--- config.mk ---
export PLATFORM = sky130hd
export DESIGN_NAME = board_pixel_fetch
export DESIGN_NICKNAME = d
export VERILOG_FILES = /design/src/rtl/tetris_pkg.sv /design/src/rtl/gameover_curtain.sv /design/src/rtl/board_pixel_fetch.sv
export SDC_FILE = /design/constraint.sdc
export NUM_CORES = 1
export LEC_CHECK = 0
export CORE_MARGIN = 3
export CORE_UTILIZATION = 55
export CTS_CLUSTER_DIAMETER = 120
export DETAILED_ROUTE_END_ITERATION = 6
export GPL_TIMING_DRIVEN = 0
export PLACE_DENSITY = 0.85
export SYNTH_ARGS = -nofsm -noshare
export SYNTH_HDL_FRONTEND = slang
export SYNTH_HIERARCHICAL = 1
export SYNTH_SLANG_ARGS = --single-unit
--- constraint.sdc ---
create_clock -name Clk -period 6 [get_ports Clk]
set_input_delay 1.2 -clock Clk [delete_from_list [all_inputs] [get_ports Clk]]
set_output_delay 1.2 -clock Clk [all_outputs]
set_load 0.01 [all_outputs]
--- src/rtl/tetris_pkg.sv ---
// Shared board geometry, template codes and curtain state encoding.
// Used by the board pixel fetch pipeline and the gameover curtain FSM.
package tetris_pkg;

  localparam int BOARD_W = 10;  // cells per board row
  localparam int BOARD_H = 20;  // cell rows on the board
  localparam int CELL_PX = 16;  // cell edge length in pixels

  // Template codes understood by the downstream block renderer
  typedef enum logic [1:0] {
    TMPL_WHITE = 2'b00,
    TMPL_LIGHT = 2'b01,
    TMPL_DARK  = 2'b10,
    TMPL_BLACK = 2'b11
  } template_e;

  // Gameover curtain progress
  typedef enum logic [1:0] {
    CUR_IDLE  = 2'b00,
    CUR_SWEEP = 2'b01,
    CUR_DONE  = 2'b10
  } curtain_state_e;

  // Board RAM address of a cell: row*10 + col, built from shifts (8x + 2x)
  function automatic logic [7:0] cell_addr(input logic [4:0] row, input logic [3:0] col);
    logic [7:0] row8;
    row8 = {3'b000, row};
    return (row8 << 3) + (row8 << 1) + {4'b0000, col};
  endfunction

endpackage

--- src/rtl/gameover_curtain.sv ---
// Gameover curtain FSM: after a gameover trigger, covers one more board row
// every FRAMES_PER_ROW frames until all rows are covered.
// Ports:
//   clk_i, rst_ni      - clock, synchronous active-low reset
//   frame_start_i      - one-cycle pulse per frame
//   gameover_trig_i    - starts the sweep (only honoured in IDLE)
//   new_game_i         - returns to IDLE from any state, wins over the trigger
//   state_o            - current curtain state
//   curtain_row_o      - number of rows currently covered while sweeping
//   curtain_done_o     - high exactly while the FSM is in DONE
module gameover_curtain
  import tetris_pkg::*;
#(
  parameter int FRAMES_PER_ROW = 4
) (
  input  logic           clk_i,
  input  logic           rst_ni,
  input  logic           frame_start_i,
  input  logic           gameover_trig_i,
  input  logic           new_game_i,
  output curtain_state_e state_o,
  output logic [4:0]     curtain_row_o,
  output logic           curtain_done_o
);

  localparam int              CNT_W    = (FRAMES_PER_ROW > 1) ? $clog2(FRAMES_PER_ROW) : 1;
  localparam logic [CNT_W-1:0] CNT_LAST = CNT_W'(FRAMES_PER_ROW - 1);
  localparam logic [4:0]      ROW_LAST = 5'(BOARD_H - 1);

  curtain_state_e   state_q;
  logic [4:0]       row_q;
  logic [CNT_W-1:0] cnt_q;
  logic             done_q;

  // Curtain state machine; done flag is registered alongside the state so it
  // tracks DONE cycle-exactly.
  always_ff @(posedge clk_i) begin
    if (!rst_ni) begin
      state_q <= CUR_IDLE;
      row_q   <= 5'd0;
      cnt_q   <= '0;
      done_q  <= 1'b0;
    end else if (new_game_i) begin
      state_q <= CUR_IDLE;
      row_q   <= 5'd0;
      cnt_q   <= '0;
      done_q  <= 1'b0;
    end else begin
      case (state_q)
        CUR_IDLE: begin
          if (gameover_trig_i) begin
            state_q <= CUR_SWEEP;
            row_q   <= 5'd0;
            cnt_q   <= '0;
          end
        end
        CUR_SWEEP: begin
          if (frame_start_i) begin
            if (cnt_q == CNT_LAST) begin
              cnt_q <= '0;
              row_q <= row_q + 5'd1;
              // Last row just got covered
              if (row_q == ROW_LAST) begin
                state_q <= CUR_DONE;
                done_q  <= 1'b1;
              end
            end else begin
              cnt_q <= cnt_q + CNT_W'(1);
            end
          end
        end
        CUR_DONE: begin
          done_q <= 1'b1;
        end
        default: begin
          state_q <= CUR_IDLE;
          row_q   <= 5'd0;
          cnt_q   <= '0;
          done_q  <= 1'b0;
        end
      endcase
    end
  end

  assign state_o        = state_q;
  assign curtain_row_o  = row_q;
  assign curtain_done_o = done_q;

endmodule

--- src/rtl/board_pixel_fetch.sv ---
// Board pixel fetch: maps the VGA beam position onto the 10x20 board,
// addresses the board RAM, and delivers the cell template, in-cell pixel
// offset and curtain coverage two cycles after the pixel is presented.
// Ports:
//   Clk, Reset_n                 - clock, synchronous active-low reset
//   DrawX, DrawY, in_valid       - beam position and its qualifier
//   frame_start, gameover_trig,
//   new_game                     - curtain control pulses
//   ram_addr / ram_data          - board RAM (1-cycle read latency)
//   block_template, pixel_x,
//   pixel_y, gameover, out_valid - per-pixel results, latency 2
//   curtain_done                 - curtain fully drawn
module board_pixel_fetch
  import tetris_pkg::*;
#(
  parameter int BOARD_X0       = 240,
  parameter int BOARD_Y0       = 80,
  parameter int FRAMES_PER_ROW = 4
) (
  input  logic       Clk,
  input  logic       Reset_n,
  input  logic [9:0] DrawX,
  input  logic [9:0] DrawY,
  input  logic       in_valid,
  input  logic       frame_start,
  input  logic       gameover_trig,
  input  logic       new_game,
  output logic [7:0] ram_addr,
  input  logic [1:0] ram_data,
  output logic [1:0] block_template,
  output logic [3:0] pixel_x,
  output logic [3:0] pixel_y,
  output logic       gameover,
  output logic       out_valid,
  output logic       curtain_done
);

  localparam logic [9:0] X_LO = 10'(BOARD_X0);
  localparam logic [9:0] X_HI = 10'(BOARD_X0 + BOARD_W * CELL_PX);
  localparam logic [9:0] Y_LO = 10'(BOARD_Y0);
  localparam logic [9:0] Y_HI = 10'(BOARD_Y0 + BOARD_H * CELL_PX);

  curtain_state_e cur_state_s;
  logic [4:0]     cur_row_s;

  gameover_curtain #(
    .FRAMES_PER_ROW(FRAMES_PER_ROW)
  ) u_curtain (
    .clk_i          (Clk),
    .rst_ni         (Reset_n),
    .frame_start_i  (frame_start),
    .gameover_trig_i(gameover_trig),
    .new_game_i     (new_game),
    .state_o        (cur_state_s),
    .curtain_row_o  (cur_row_s),
    .curtain_done_o (curtain_done)
  );

  // Pixel offsets relative to the board origin; only the in-board range is
  // meaningful, so the offsets are truncated to what the board can span.
  logic [7:0] dx_s;
  logic [8:0] dy_s;
  logic       in_board_s;
  logic [3:0] col_s;
  logic [4:0] row_s;

  // Board geometry decode and RAM address generation
  always_comb begin
    dx_s       = 8'(DrawX - X_LO);
    dy_s       = 9'(DrawY - Y_LO);
    in_board_s = (DrawX >= X_LO) && (DrawX < X_HI) && (DrawY >= Y_LO) && (DrawY < Y_HI);
    col_s      = dx_s[7:4];
    row_s      = dy_s[8:4];
    if (in_board_s) begin
      ram_addr = cell_addr(row_s, col_s);
    end else begin
      ram_addr = 8'd0;
    end
  end

  // Stage 1 state: pixel geometry plus a snapshot of the curtain, so the
  // coverage decision for a pixel never sees a curtain step half-way.
  logic [3:0] col_q;
  logic [4:0] row_q;
  logic [3:0] px_q;
  logic [3:0] py_q;
  logic       inb_q;
  logic       vld1_q;
  logic       sweep_q;
  logic       cdone_q;
  logic [4:0] crow_q;

  // Stage 1 registers
  always_ff @(posedge Clk) begin
    if (!Reset_n) begin
      col_q   <= 4'd0;
      row_q   <= 5'd0;
      px_q    <= 4'd0;
      py_q    <= 4'd0;
      inb_q   <= 1'b0;
      vld1_q  <= 1'b0;
      sweep_q <= 1'b0;
      cdone_q <= 1'b0;
      crow_q  <= 5'd0;
    end else begin
      col_q   <= col_s;
      row_q   <= row_s;
      px_q    <= dx_s[3:0];
      py_q    <= dy_s[3:0];
      inb_q   <= in_board_s;
      vld1_q  <= in_valid;
      sweep_q <= (cur_state_s == CUR_SWEEP);
      cdone_q <= (cur_state_s == CUR_DONE);
      crow_q  <= cur_row_s;
    end
  end

  // Defensive re-check of the cell coordinates on top of the in-board flag
  logic       cell_ok_s;
  logic [1:0] tmpl_d;
  logic [3:0] px_d;
  logic [3:0] py_d;
  logic       go_d;

  // Stage 2 next-state: template select, offset masking, curtain coverage
  always_comb begin
    cell_ok_s = inb_q && (col_q < 4'(BOARD_W)) && (row_q < 5'(BOARD_H));
    tmpl_d    = TMPL_BLACK;
    px_d      = 4'd0;
    py_d      = 4'd0;
    go_d      = 1'b0;
    if (cell_ok_s) begin
      tmpl_d = ram_data;
      px_d   = px_q;
      py_d   = py_q;
      go_d   = (sweep_q && (row_q < crow_q)) || cdone_q;
    end else begin
      tmpl_d = TMPL_BLACK;
      px_d   = 4'd0;
      py_d   = 4'd0;
      go_d   = 1'b0;
    end
  end

  logic [1:0] tmpl_q;
  logic [3:0] pxo_q;
  logic [3:0] pyo_q;
  logic       go_q;
  logic       vld2_q;

  // Stage 2 registers (module outputs)
  always_ff @(posedge Clk) begin
    if (!Reset_n) begin
      tmpl_q <= TMPL_BLACK;
      pxo_q  <= 4'd0;
      pyo_q  <= 4'd0;
      go_q   <= 1'b0;
      vld2_q <= 1'b0;
    end else begin
      tmpl_q <= tmpl_d;
      pxo_q  <= px_d;
      pyo_q  <= py_d;
      go_q   <= go_d;
      vld2_q <= vld1_q;
    end
  end

  assign block_template = tmpl_q;
  assign pixel_x        = pxo_q;
  assign pixel_y        = pyo_q;
  assign gameover       = go_q;
  assign out_valid      = vld2_q;

endmodule

# After elaboration in Yosys (flattened, before gate mapping)
# Index checks and enable logic that the tools add are counted.
classes:
  order_cmp: 7
  reduce_logical: 14
  bitwise: 3
  muxes: 18
  div: 0
  n_shift: 0
  n_addsub: 6
  n_mul: 0
  n_eq_ne: 8
ops:
  columns: ["cell", "count"]
  rows:
  - ["less-than comparator 10 x 9 -> 1 bit, second input constant", 2]
  - ["two-way mux 5 bit", 3]
  - ["case mux 5 bit (3 select lines)", 1]
  - ["two-way mux 2 bit", 7]
  - ["case mux 2 bit (3 select lines)", 2]
  - ["greater-or-equal comparator 10 x 7 -> 1 bit, second input constant", 1]
  - ["greater-or-equal comparator 10 x 8 -> 1 bit, second input constant", 1]
  - ["subtractor 9 x 7 -> 9 bit, second input constant", 1]
  - ["adder 8 x 4 -> 8 bit", 1]
  - ["adder 8 x 6 -> 8 bit", 1]
  - ["two-way mux 8 bit", 1]
  - ["AND reduction 4 bit", 2]
  - ["subtractor 8 bit, second input constant", 1]
  - ["logical AND 1 bit", 6]
  - ["adder 5 x 1 -> 5 bit, second input constant", 1]
  - ["equality test 5 bit, second input constant", 1]
  - ["less-than comparator 5 bit", 1]
  - ["less-than comparator 5 bit, second input constant", 1]
  - ["AND reduction 5 bit", 1]
  - ["equality test 2 bit, second input constant", 2]
  - ["less-than comparator 4 bit, second input constant", 1]
  - ["!= test 2 x 1 -> 1 bit, second input constant", 2]
  - ["!= test 2 bit, second input constant", 2]
  - ["two-way mux 1 bit", 3]
  - ["other kinds (9)", 11]
totals:
  mem_count: 0
  ff_bits: 48
  out_inout_bits: 21
  latch_bits: 0
  ramBits: 0
  input_bits: 28
  rom_bits: 0

# Logic depth before layout (Yosys ltp)
logic_depth:
  word_depth: 5
  ltp_mapped: 12
  ltp_nobuf: 12

# Hierarchy
# Netlist, hierarchy kept.
by_module_without_submodules:
  columns: ["module", "cells_each", "n_inst", "seq_area_each_um2", "area_each_um2"]
  rows:
  - ["board_pixel_fetch", 165, 1, 740.7, 1652.8]
  - ["gameover_curtain", 77, 1, 200.2, 703.2]

# Worst setup path before layout
# OpenSTA, ideal clock, no wires.
synth_path:
  kind: "input port to output port"
  start: "input DrawY[4]"
  end: "output ram_addr[7]"
  required_time_ns: 4.800
  arrival_time_ns: 3.746
  setup_slack_ns: 1.054
  stages: 12
  path_buffers: 0
  path_cell_list: "inv_1 ha_1 nand2b_1 nor2b_1 inv_1 fa_1 inv_1 ha_1 a211oi_1 o21ai_0 a221o_1 a211oi_1"
synth_between:
  elab_chain_len: 4
  word_cells_on_any_way: 8
synth_rtl:
  columns: ["item", "line", "rtl"]
  rows:
  - ["start, declared", "board_pixel_fetch.sv:23", "input logic [9:0] DrawY,"]
  - ["subtractor 9 x 7 -> 9 bit", "board_pixel_fetch.sv:70", "dy_s = 9'(DrawY - Y_LO);"]
  - ["net dy_s[6]", "board_pixel_fetch.sv:62", "logic [8:0] dy_s;"]
  - ["adder 8 x 6 -> 8 bit", "tetris_pkg.sv:28", "return (row8 << 3) + (row8 << 1) + {4'b0000, col};"]
  - ["adder 8 x 4 -> 8 bit", "tetris_pkg.sv:28", null]
  - ["two-way mux 8 bit", "board_pixel_fetch.sv:74", "if (in_board_s) begin"]
  - ["end, declared", "board_pixel_fetch.sv:28", "output logic [7:0] ram_addr,"]
# The timed path passes the listed nets, and every way through them passes these cells.

# Final worst setup path
layout_path:
  start: "input DrawY[5]"
  end: "output ram_addr[6]"
# Same word-level chain as after synthesis.

==> reports/results.txt <==
Final min period: 5.64 ns
Synth Area in Compound Gates: 14.0%
Worst setup SP type: primary input
Pwr Density: 215 mW/mm^2
First-pass DRT Iterations: 4
Congestion Overflow GR: 0
Synth area leader: dfxtp_1
VDD IR max: 0.000157 V
post-synth net total: 295
Worst Path Max Fanout: 3
Setup Skew: 0.00598 ns
Slew @ Worst Pin: 0.911 ns
row count: 23
Static Leakage: 1.18 nW
final core utilization: 73.7%
post-route worst setup slack: 0.360 ns
number of synthesized register bits: 47
Synth Area in XOR/XNOR: 1.12%
RSZ-0062 raised after global routing: false
post-route cell area: 0.00299 mm^2
DIE AREA: 0.00511 mm^2
gp weighted congestion: 0.908
die height: 71.5 um
syn avg cell area: 9.74 um^2
worst hold slack: 0.424 ns
synth warn: 6
post-synthesis sequential area ratio: 39.9%
Critical R2R Launch: u_curtain/state_o[1]
proportion of layout cells with a drive suffix above 1: 7.05%
clk_lat worst skew: 0.29 ns
ys flop type: dfxtp_1
final hold vios: 0
Worst R2R Path Depth: 5
DP HPWL: 3.51 mm
Initial Util: 58.1%
Synth cell types: 47
average wire per standard cell: 13.0 um
Synth Area in Adders: 13.9%
total wire length: 4.52 mm
Nets: 350
total number of vias: 1,825
cell count after synthesis: 242
Clock Tree Buf Depth: 2
Top-Level Pins: 49
largest net degree at the start of global routing: 14
Rel. slew slack: 39.1%
Final ANT Viol Nets: 0
Slew Viols, Final: 0
PortBufs: 48
top-area cell type share of the netlist area: 39.9%
Setup Crit Path Kind: in2out
vias per cell: 5.24
pre-CTS setup slack: -0.294 ns
Root Driver: clkbuf_8
H-tree levels: 2
Worst R2R End: u_curtain/state_o[0]
setup slack, reg-to-reg: 4.15 ns
Syn Std Cell Area: 0.00236 mm^2
total clock sinks: 47
top post-synthesis cells by area: dfxtp_1 (40%), ha_1 (12%), and2_1 (7.4%)
critical path arrival: 4.44 ns
drt drc: 0
n_diodes: 0
largest family of logic cells by synthesized area: simple AND/OR/NAND/NOR gates
outcome: finished clean
Cell Area, Placed: 0.00290 mm^2
synth-to-layout area growth: 26.9%
max_cap viols: 0
highest clock rate: 0.177 GHz
fin crit share: 94.0%
Die X: 71.5 um
min-delay worst type: reg2reg
multiplexer share of the synthesized area: 2.12%
core footprint: 0.00406 mm^2
Setup crit end kind: primary output
final setup fails: 0
setup total negative slack: 0 ns
hold buffers post-CTS: 0
global-route wire length before repair: 7.78 mm
final instance count without filler cells: 348
TritonCTS clock tree: built
Total GRT Usage: 19.1%
clock buffer count from CTS: 5
Async S/R FF share, synth: 0%
EDFF count, synth: 0
CP required: 4.80 ns
initial antenna violation count: 0
hold path depth: 1
Tot Pwr: 641 uW
# placed instances: 340
Detailed Route Iter0 Violations: 36
Synth Area in Simple Gates: 23.6%
Min-Delay Startpoint: py_q[2]
Clock transition at path regs: 0.08 ns
Setup Fix Bufs, Post-CTS: 0
vias in the first global route: 1,798
hold endpoint: pixel_y[2]
flip-flops by register name (all words and copies together) (netlist names):
signal and flops:
sweep_q 1, u_curtain/state_o 2, cdone_q 1, block_template 2
u_curtain/curtain_row_o 5, crow_q 5, py_q 4, u_curtain/curtain_done_o 1
gameover 1, px_q 4, inb_q 1, row_q 5
pixel_x 4, vld1_q 1, col_q 3, u_curtain/cnt_q 2
out_valid 1, pixel_y 4
layout make-up:
class                   count  area, um^2
plain buffers               8        43.8
clock buffers               7        76.3
repair buffers             48         482
well taps                  50        62.6
inverters                  22        82.6
flip-flops and latches     47         941
clock inverters             1        5.00
multi-input cells         165        1300
fillers                   307        1070
cell families (layout without fill, tap and decap cells):
family,after synthesis,count (layout)
fa+ha+maj,25,25
flops,47,47
xor+xnor,3,3
simple gates,88,88
compound gates,44,44
buf+inv,30,86
mux,5,5
power by group:
group          total, mW  switching (mW)  internal [mW]
sequential         0.326         0.00412          0.322
combinational      0.140          0.0707         0.0690
clock              0.176          0.0941         0.0818
total              0.641           0.169          0.473
cells in the mapped netlist (all sizes together) (5+ instances only):
library cell / number
and2: 28
dfxtp: 47
ha: 23
inv: 22
mux2i: 5
nand2: 8
nand2b: 8
nor2: 6
nor2b: 11
nor3b: 5
nor4: 5
o211ai: 7
o21ai: 13
worst max-delay path, stage by stage:
cell and delay [ns]:
clkdlybuf4s50_1 0.48, inv_1 0.06, ha_1 0.22, nand2b_1 0.10, nor2b_2 0.19, inv_1 0.07, fa_1 0.50, fa_1 0.45
nor2b_1 0.17, o21ai_0 0.11, nor3b_1 0.15, nor4_1 0.16, clkdlybuf4s50_1 0.58
routing by layer:
layer	GRT usage [%]	routed length [um]	vias to the layer above
met5	0	0	-
met4	6.05	62	0
met3	4.77	199	5
met2	32.1	2160	48
met1	23.9	2100	827
li1	-	-	945
how the worst max path moves through the flow:
stage | startpoint | endpoint | depth (start not counted)
after floorplan | DrawY[4] | ram_addr[7] | 12
after global placement | DrawY[4] | ram_addr[7] | 14
after detailed placement | DrawY[4] | ram_addr[7] | 14
after CTS | DrawY[5] | ram_addr[7] | 14
after global routing | DrawY[5] | ram_addr[6] | 13
final | DrawY[5] | ram_addr[6] | 13
repair_timing:
action | CTS | global route
resized for setup | 3 | 1
hold endpoints to repair | 0 | 0
pin swaps | 0 | 1
endpoints found under the setup margin | 1 | 1
cell usage in the layout (no fill, tap or decap), types with 7 or more instances in the layout:
cell type        Yosys  layout
o211ai_1             7       7
dfxtp_1             47      47
inv_1               22      22
ha_1                23      23
and2_1              28      28
nand2b_1             8       8
clkdlybuf4s50_1      0      46
nor2b_1             11      10
nand2_1              8       8
o21ai_0             10      10
Power figures use the tool's default switching activity.
